--- config.mk ---
export PLATFORM = sky130hd
export DESIGN_NAME = acq_bank_writer_flat
export DESIGN_NICKNAME = d
export VERILOG_FILES = /design/src/rtl/acq_bank_writer_if.sv /design/src/rtl/acq_bank_writer.sv /design/src/flat_wrapper.sv
export SDC_FILE = /design/constraint.sdc
export NUM_CORES = 1
export LEC_CHECK = 0
export ABC_AREA = 1
export BUFFER_PORTS_ARGS = -buffer_cell sky130_fd_sc_hd__buf_2
export CAP_MARGIN = 20
export CORE_MARGIN = 2
export CORE_UTILIZATION = 58
export DETAILED_ROUTE_END_ITERATION = 7
export MAX_ROUTING_LAYER = met4
export PLACE_DENSITY_LB_ADDON = 0.08
export SKIP_CTS_REPAIR_TIMING = 1
export SLEW_MARGIN = 20
export SYNTH_ARGS = -nofsm -noshare
export SYNTH_HDL_FRONTEND = slang
export SYNTH_SLANG_ARGS = --single-unit
--- constraint.sdc ---
create_clock -name clk -period 4.18 [get_ports clk]
set_input_delay 0.836 -clock clk [delete_from_list [all_inputs] [get_ports clk]]
set_output_delay 0.836 -clock clk [all_outputs]
set_load 0.01 [all_outputs]
--- src/rtl/acq_bank_writer_if.sv ---
// Acquisition bank writer bus: sample input, memory write port and
// readout flags. The writer uses slave, the sample source/reader master.
interface acq_bank_writer_if #(
  parameter int DW = 12
);
  logic          trig;
  logic          sample_valid;
  logic [DW-1:0] sample;
  logic [1:0]    bank_release;
  logic          we;
  logic [8:0]    waddr;
  logic [DW-1:0] wdata;
  logic          bank;
  logic          bank0_full;
  logic          bank1_full;
  logic          memorization_completed;
  logic [7:0]    idx_final;
  logic          overrun;

  modport master (
    output trig,
    output sample_valid,
    output sample,
    output bank_release,
    input  we,
    input  waddr,
    input  wdata,
    input  bank,
    input  bank0_full,
    input  bank1_full,
    input  memorization_completed,
    input  idx_final,
    input  overrun
  );

  modport slave (
    input  trig,
    input  sample_valid,
    input  sample,
    input  bank_release,
    output we,
    output waddr,
    output wdata,
    output bank,
    output bank0_full,
    output bank1_full,
    output memorization_completed,
    output idx_final,
    output overrun
  );
endinterface

--- src/rtl/acq_bank_writer.sv ---
// Ping-pong bank writer for one acoustic event: fills two banks,
// raises full/completion flags and refuses to overwrite unread banks.
module acq_bank_writer #(
  parameter int DW        = 12,
  parameter int DEPTH     = 200,
  parameter int HOLDOFF   = 16,
  parameter int FULL_HOLD = 2
) (
  input  logic              clk,
  input  logic              reset,
  acq_bank_writer_if.slave  bus
);
  localparam int FW = $clog2(FULL_HOLD + 1);
  localparam int HW = $clog2(HOLDOFF + 1);

  typedef enum logic [1:0] {
    IDLE,
    WRITE,
    HOLD
  } state_t;

  state_t        state_q, state_d;
  logic          bank_q, bank_d;
  logic [7:0]    idx_q, idx_d;
  logic [1:0]    busy_q, busy_d;
  logic [1:0]    set_b;
  logic          wrap_q, wrap_d;
  logic          ovr_q, ovr_d;
  logic          we_q, we_d;
  logic [8:0]    waddr_q, waddr_d;
  logic [DW-1:0] wdata_q, wdata_d;
  logic [FW-1:0] f0_q, f0_d;
  logic [FW-1:0] f1_q, f1_d;
  logic          pend_q, pend_d;
  logic          mc_q, mc_d;
  logic [7:0]    idxf_q, idxf_d;
  logic [HW-1:0] hcnt_q, hcnt_d;

  always_comb begin
    state_d = state_q;
    bank_d  = bank_q;
    idx_d   = idx_q;
    set_b   = 2'b00;
    wrap_d  = 1'b0;
    ovr_d   = ovr_q;
    we_d    = 1'b0;
    waddr_d = waddr_q;
    wdata_d = wdata_q;
    f0_d    = (f0_q != '0) ? f0_q - FW'(1) : '0;
    f1_d    = (f1_q != '0) ? f1_q - FW'(1) : '0;
    pend_d  = 1'b0;
    mc_d    = pend_q;
    idxf_d  = idxf_q;
    hcnt_d  = hcnt_q;
    unique case (state_q)
      IDLE: begin
        if (bus.trig) begin
          state_d = WRITE;
          idx_d   = '0;
        end
      end
      WRITE: begin
        if (!bus.trig) begin
          state_d = HOLD;
          hcnt_d  = '0;
          // wrap_q: the bank just filled is the one being completed
          if (wrap_q) begin
            idxf_d = 8'(DEPTH - 1);
            pend_d = 1'b1;
          end else if (idx_q != '0) begin
            idxf_d        = idx_q - 8'd1;
            pend_d        = 1'b1;
            set_b[bank_q] = 1'b1;
            bank_d        = ~bank_q;
            idx_d         = '0;
          end else if (!busy_q[bank_q]) begin
            we_d          = 1'b1;
            waddr_d       = {bank_q, 8'h00};
            wdata_d       = '0;
            idxf_d        = '0;
            pend_d        = 1'b1;
            set_b[bank_q] = 1'b1;
            bank_d        = ~bank_q;
          end
        end else begin
          if (wrap_q) begin
            if (bank_q) f0_d = FW'(FULL_HOLD);
            else        f1_d = FW'(FULL_HOLD);
          end
          if (bus.sample_valid) begin
            if (busy_q[bank_q]) begin
              ovr_d = 1'b1;
            end else begin
              we_d    = 1'b1;
              waddr_d = {bank_q, idx_q};
              wdata_d = bus.sample;
              if (idx_q == 8'(DEPTH - 1)) begin
                set_b[bank_q] = 1'b1;
                bank_d        = ~bank_q;
                idx_d         = '0;
                wrap_d        = 1'b1;
              end else begin
                idx_d = idx_q + 8'd1;
              end
            end
          end
        end
      end
      HOLD: begin
        hcnt_d = hcnt_q + HW'(1);
        if (hcnt_q == HW'(HOLDOFF - 1)) state_d = IDLE;
      end
      default: state_d = IDLE;
    endcase
    busy_d = (busy_q & ~bus.bank_release) | set_b;
  end

  always_ff @(posedge clk or negedge reset) begin
    if (!reset) begin
      state_q <= IDLE;
      bank_q  <= 1'b0;
      idx_q   <= '0;
      busy_q  <= '0;
      wrap_q  <= 1'b0;
      ovr_q   <= 1'b0;
      we_q    <= 1'b0;
      waddr_q <= '0;
      wdata_q <= '0;
      f0_q    <= '0;
      f1_q    <= '0;
      pend_q  <= 1'b0;
      mc_q    <= 1'b0;
      idxf_q  <= '0;
      hcnt_q  <= '0;
    end else begin
      state_q <= state_d;
      bank_q  <= bank_d;
      idx_q   <= idx_d;
      busy_q  <= busy_d;
      wrap_q  <= wrap_d;
      ovr_q   <= ovr_d;
      we_q    <= we_d;
      waddr_q <= waddr_d;
      wdata_q <= wdata_d;
      f0_q    <= f0_d;
      f1_q    <= f1_d;
      pend_q  <= pend_d;
      mc_q    <= mc_d;
      idxf_q  <= idxf_d;
      hcnt_q  <= hcnt_d;
    end
  end

  assign bus.we                     = we_q;
  assign bus.waddr                  = waddr_q;
  assign bus.wdata                  = wdata_q;
  assign bus.bank                   = bank_q;
  assign bus.bank0_full             = (f0_q != '0);
  assign bus.bank1_full             = (f1_q != '0);
  assign bus.memorization_completed = mc_q;
  assign bus.idx_final              = idxf_q;
  assign bus.overrun                = ovr_q;
endmodule

--- src/flat_wrapper.sv ---
// flat-port wrapper written by rule: the top's interface ports become plain ports
module acq_bank_writer_flat 
#(
  parameter int DW        = 12,
  parameter int DEPTH     = 200,
  parameter int HOLDOFF   = 16,
  parameter int FULL_HOLD = 2
)
  (clk, reset, bus_trig, bus_sample_valid, bus_sample, bus_bank_release, bus_we, bus_waddr, bus_wdata, bus_bank, bus_bank0_full, bus_bank1_full, bus_memorization_completed, bus_idx_final, bus_overrun);
  acq_bank_writer_if #(.DW(DW)) bus_i ();
  input  logic clk;
  input  logic reset;
  input wire logic [$bits(bus_i.trig)-1:0] bus_trig;
  input wire logic [$bits(bus_i.sample_valid)-1:0] bus_sample_valid;
  input wire logic [$bits(bus_i.sample)-1:0] bus_sample;
  input wire logic [$bits(bus_i.bank_release)-1:0] bus_bank_release;
  output wire logic [$bits(bus_i.we)-1:0] bus_we;
  output wire logic [$bits(bus_i.waddr)-1:0] bus_waddr;
  output wire logic [$bits(bus_i.wdata)-1:0] bus_wdata;
  output wire logic [$bits(bus_i.bank)-1:0] bus_bank;
  output wire logic [$bits(bus_i.bank0_full)-1:0] bus_bank0_full;
  output wire logic [$bits(bus_i.bank1_full)-1:0] bus_bank1_full;
  output wire logic [$bits(bus_i.memorization_completed)-1:0] bus_memorization_completed;
  output wire logic [$bits(bus_i.idx_final)-1:0] bus_idx_final;
  output wire logic [$bits(bus_i.overrun)-1:0] bus_overrun;
  assign bus_i.trig = bus_trig;
  assign bus_i.sample_valid = bus_sample_valid;
  assign bus_i.sample = bus_sample;
  assign bus_i.bank_release = bus_bank_release;
  assign bus_we = bus_i.we;
  assign bus_waddr = bus_i.waddr;
  assign bus_wdata = bus_i.wdata;
  assign bus_bank = bus_i.bank;
  assign bus_bank0_full = bus_i.bank0_full;
  assign bus_bank1_full = bus_i.bank1_full;
  assign bus_memorization_completed = bus_i.memorization_completed;
  assign bus_idx_final = bus_i.idx_final;
  assign bus_overrun = bus_i.overrun;
  acq_bank_writer #(.DW(DW), .DEPTH(DEPTH), .HOLDOFF(HOLDOFF), .FULL_HOLD(FULL_HOLD)) u_core (.clk(clk), .reset(reset), .bus(bus_i));
endmodule
==> flow_summary.json <==
{
  "synth_cells": 336,
  "dieArea_sq_um": 5830,
  "peakVddDrop_mv": 0.265,
  "crit_fanout": 43,
  "min_from": "u_core.mc_d",
  "fin_area_sq_um": 3370,
  "critPathBufInv": 2,
  "clk_pin_slew_worst_paths_ns": 0.09,
  "avgViaCountPerCell": 5.13,
  "slowest_stage": "nand3b_4",
  "antenna_found_initial": 0,
  "max-clock-path-buffers": 2,
  "grt_pass1_wl_microns": 10300,
  "yosysWarnings": 0,
  "avgRoutedWirePerCell_microns": 13.0,
  "die_w_microns": 76.3,
  "cts_sinks": 56,
  "cts_tree": "built",
  "synth_common_cells": "nand2_1, dfrtp_1, o21ai_2",
  "synth_edf_count": 0,
  "hpwl_microns": 4390,
  "drv_slew": 0,
  "synth_seq_cells": 56,
  "grt_max_degree": 44,
  "core_sq_um": 5070,
  "finalPower_w": 0.00180,
  "hold_class": "flop to flop",
  "postSynth.asyncResetShare": 1.00,
  "gp_congestion": 0.926,
  "period_minus_slack_ns": 2.39,
  "outcome": "complete, no violations",
  "post-route-drc-count": 0,
  "die_h_microns": 76.3,
  "synth_flop_cell": "dfrtp_1",
  "wl_microns": 5910,
  "portBuffers": 52,
  "cpPeakStageDelay_ns": 0.52,
  "rrSetupSlack_ns": 1.89,
  "setup_violations": 0,
  "syn_nets": 358,
  "fin_crit_sh": 0.572,
  "synth_most_common_cell": "nand2_1",
  "maxSlewHeadroom": 0.525,
  "crit_path_end_kind": "flop",
  "cap_violations": 0,
  "yosysSeqAreaShare": 0.462,
  "drt-pass1-iter-count": 4,
  "startpoint_type": "input pin",
  "tightest_slew_ns": 0.713,
  "h-tree-depth": 2,
  "grt_pass1_vias": 2302,
  "antenna_cells": 0,
  "crit_chain": "buf_2, inv_1, nand2_2, nand3b_4, nand2_1, o21ai_2",
  "syn_area_sq_um": 3030,
  "cp.required_ns": 4.37,
  "insertion_delay_ns": 0.31,
  "synth_top_area_share": 0.462,
  "fin_nets": 406,
  "numCtsBuffers": 5,
  "r2r-start": "u_core.idx_q[0]",
  "synth_top_area_cell": "dfrtp_1",
  "max_freq_mhz": 418,
  "p_leak_nw": 1.73,
  "drtAntennaViolNets": 0,
  "rsz0062_at_grt": "no",
  "synth.distinct_cells": 35,
  "tns_ns": 0,
  "dpl-instance-area_sq_um": 3270,
  "yosys-top-cells-area": "dfrtp_1, nand2_1, o21ai_2",
  "gr-usage-all-layers": 0.227,
  "startpoint": "bus_trig",
  "crit_family": "simple AND/OR/NAND/NOR gates",
  "syn2layout_area_growth_pct": 11.0,
  "ios": 53,
  "critical_path_depth": 6,
  "gr-total-overflow": 0,
  "syn_avg_cell_area_sq_um": 9.03,
  "drtIter0Drc": 106,
  "cp.arrival_ns": 2.58,
  "hold_viol": 0,
  "start_util": 0.598,
  "vias": 2334,
  "whs_path_depth": 0,
  "cts_root_buffer": "clkbuf_8",
  "power_density_nw_per_um2": 534,
  "path_class": "input pin to flop",
  "rr_worst_depth": 9,
  "drive_above_1_share": 0.361,
  "row_count": 26,
  "skew_ns": 0.00468
}
-- worst reg2reg max path: stages, from the launching register on --
cell and delay [ns]:
dfrtp_1 0.45, inv_1 0.17, ha_1 0.29, nand2_4 0.10, nor2_8 0.12, nand2_4 0.07, nand2_2 0.08, nand3b_4 0.52
nand2_1 0.28, o21ai_2 0.07
-- sequential cells by signal, summed over array words and instances, names as in the netlist --
signal and count:
u_core.bus.wdata 12, u_core.bus.waddr 9, u_core.bus.idx_final 8, u_core.idx_q 8, u_core.hcnt_q 5, u_core.busy_q 2, u_core.f0_q 2, u_core.f1_q 2
u_core.state_q 2, u_core.bus.bank 1, u_core.bus.memorization_completed 1, u_core.bus.overrun 1, u_core.bus.we 1, u_core.mc_d 1, u_core.wrap_q 1
-- final cells by class --
cell class,instances,area [sq um]
Timing Repair Buffer,53,268
Multi-Input combinational cell,239,1390
Fill cell,457,1710
Clock buffer,7,86.3
Inverter,29,126
Sequential cell,56,1400
Clock inverter,1,7.51
Tap cell,70,87.6
-- cells by family (layout without fill, tap and decap cells) --
kind of cell,after synthesis,after routing,share of synthesized area
buffers and inverters,41,90,0.0800
adder cells (fa/ha/maj),4,4,0.0165
AO/OA/AOI/OAI,47,47,0.116
AND/OR/NAND/NOR,181,181,0.306
XOR/XNOR,7,7,0.0202
flip-flops,56,56,0.462
-- path summary, 6_finish.rpt --
check / end
max in group asynchronous: u_core.f1_q[0]
worst min register to register: u_core.bus.memorization_completed
worst max-delay path: u_core.bus.wdata[4]
worst min-delay path: u_core.bus.memorization_completed
min in group asynchronous: u_core.bus.we
worst max register to register: u_core.bus.wdata[4]
-- cells in the final DEF (no fill, tap or decap), types with 2 or more instances in the layout --
cell type  Yosys  final
nand2_1       92     92
dfrtp_1       56     56
buf_2          0     52
o21ai_2       26     26
nand2_2       21     21
nand3_1       21     21
inv_1         19     19
nor2_1        18     18
o21ai_0        8      8
inv_2          6      6
xor2_1         6      6
clkbuf_8       0      6
nand2_4        5      5
nand4_1        5      5
a21oi_1        5      5
nor2_4         4      4
or2_2          4      4
ha_1           4      4
nand3_2        3      3
o21ai_1        3      3
clkinv_4       2      2
nor3_1         2      2
nor2_2         2      2
o22ai_1        2      2
-- metal layers --
metal	share of wire	up-vias	global-route usage	routed length (microns)
met5	0	-	-	0
met4	0.016	0	0.0836	95
met3	0.053	11	0.0355	314
met2	0.48	59	0.380	2840
met1	0.45	1092	0.280	2660
li1	-	1172	-	-
-- report_power, final --
group / leakage [nW] / total [W] / internal [W] / switching [W]
clock network: 0.0445 / 0.000301 / 0.000135 / 0.000166
registers: 0.753 / 0.000762 / 0.000671 / 0.0000909
logic: 0.929 / 0.000735 / 0.000270 / 0.000466
-- metrics by stage --
stage	util	hold slack [ns]	cells	setup slack (ns)
2_1_floorplan	-	0.331	336	2.40
3_3_place_gp	0.645	0.342	447	1.49
3_5_place_dp	0.645	0.346	447	1.45
4_1_cts	0.663	0.368	455	1.78
5_1_grt	0.663	0.387	455	1.60
6_report	0.663	0.361	455	1.79
Note: power is estimated with default switching activity, not from simulation.
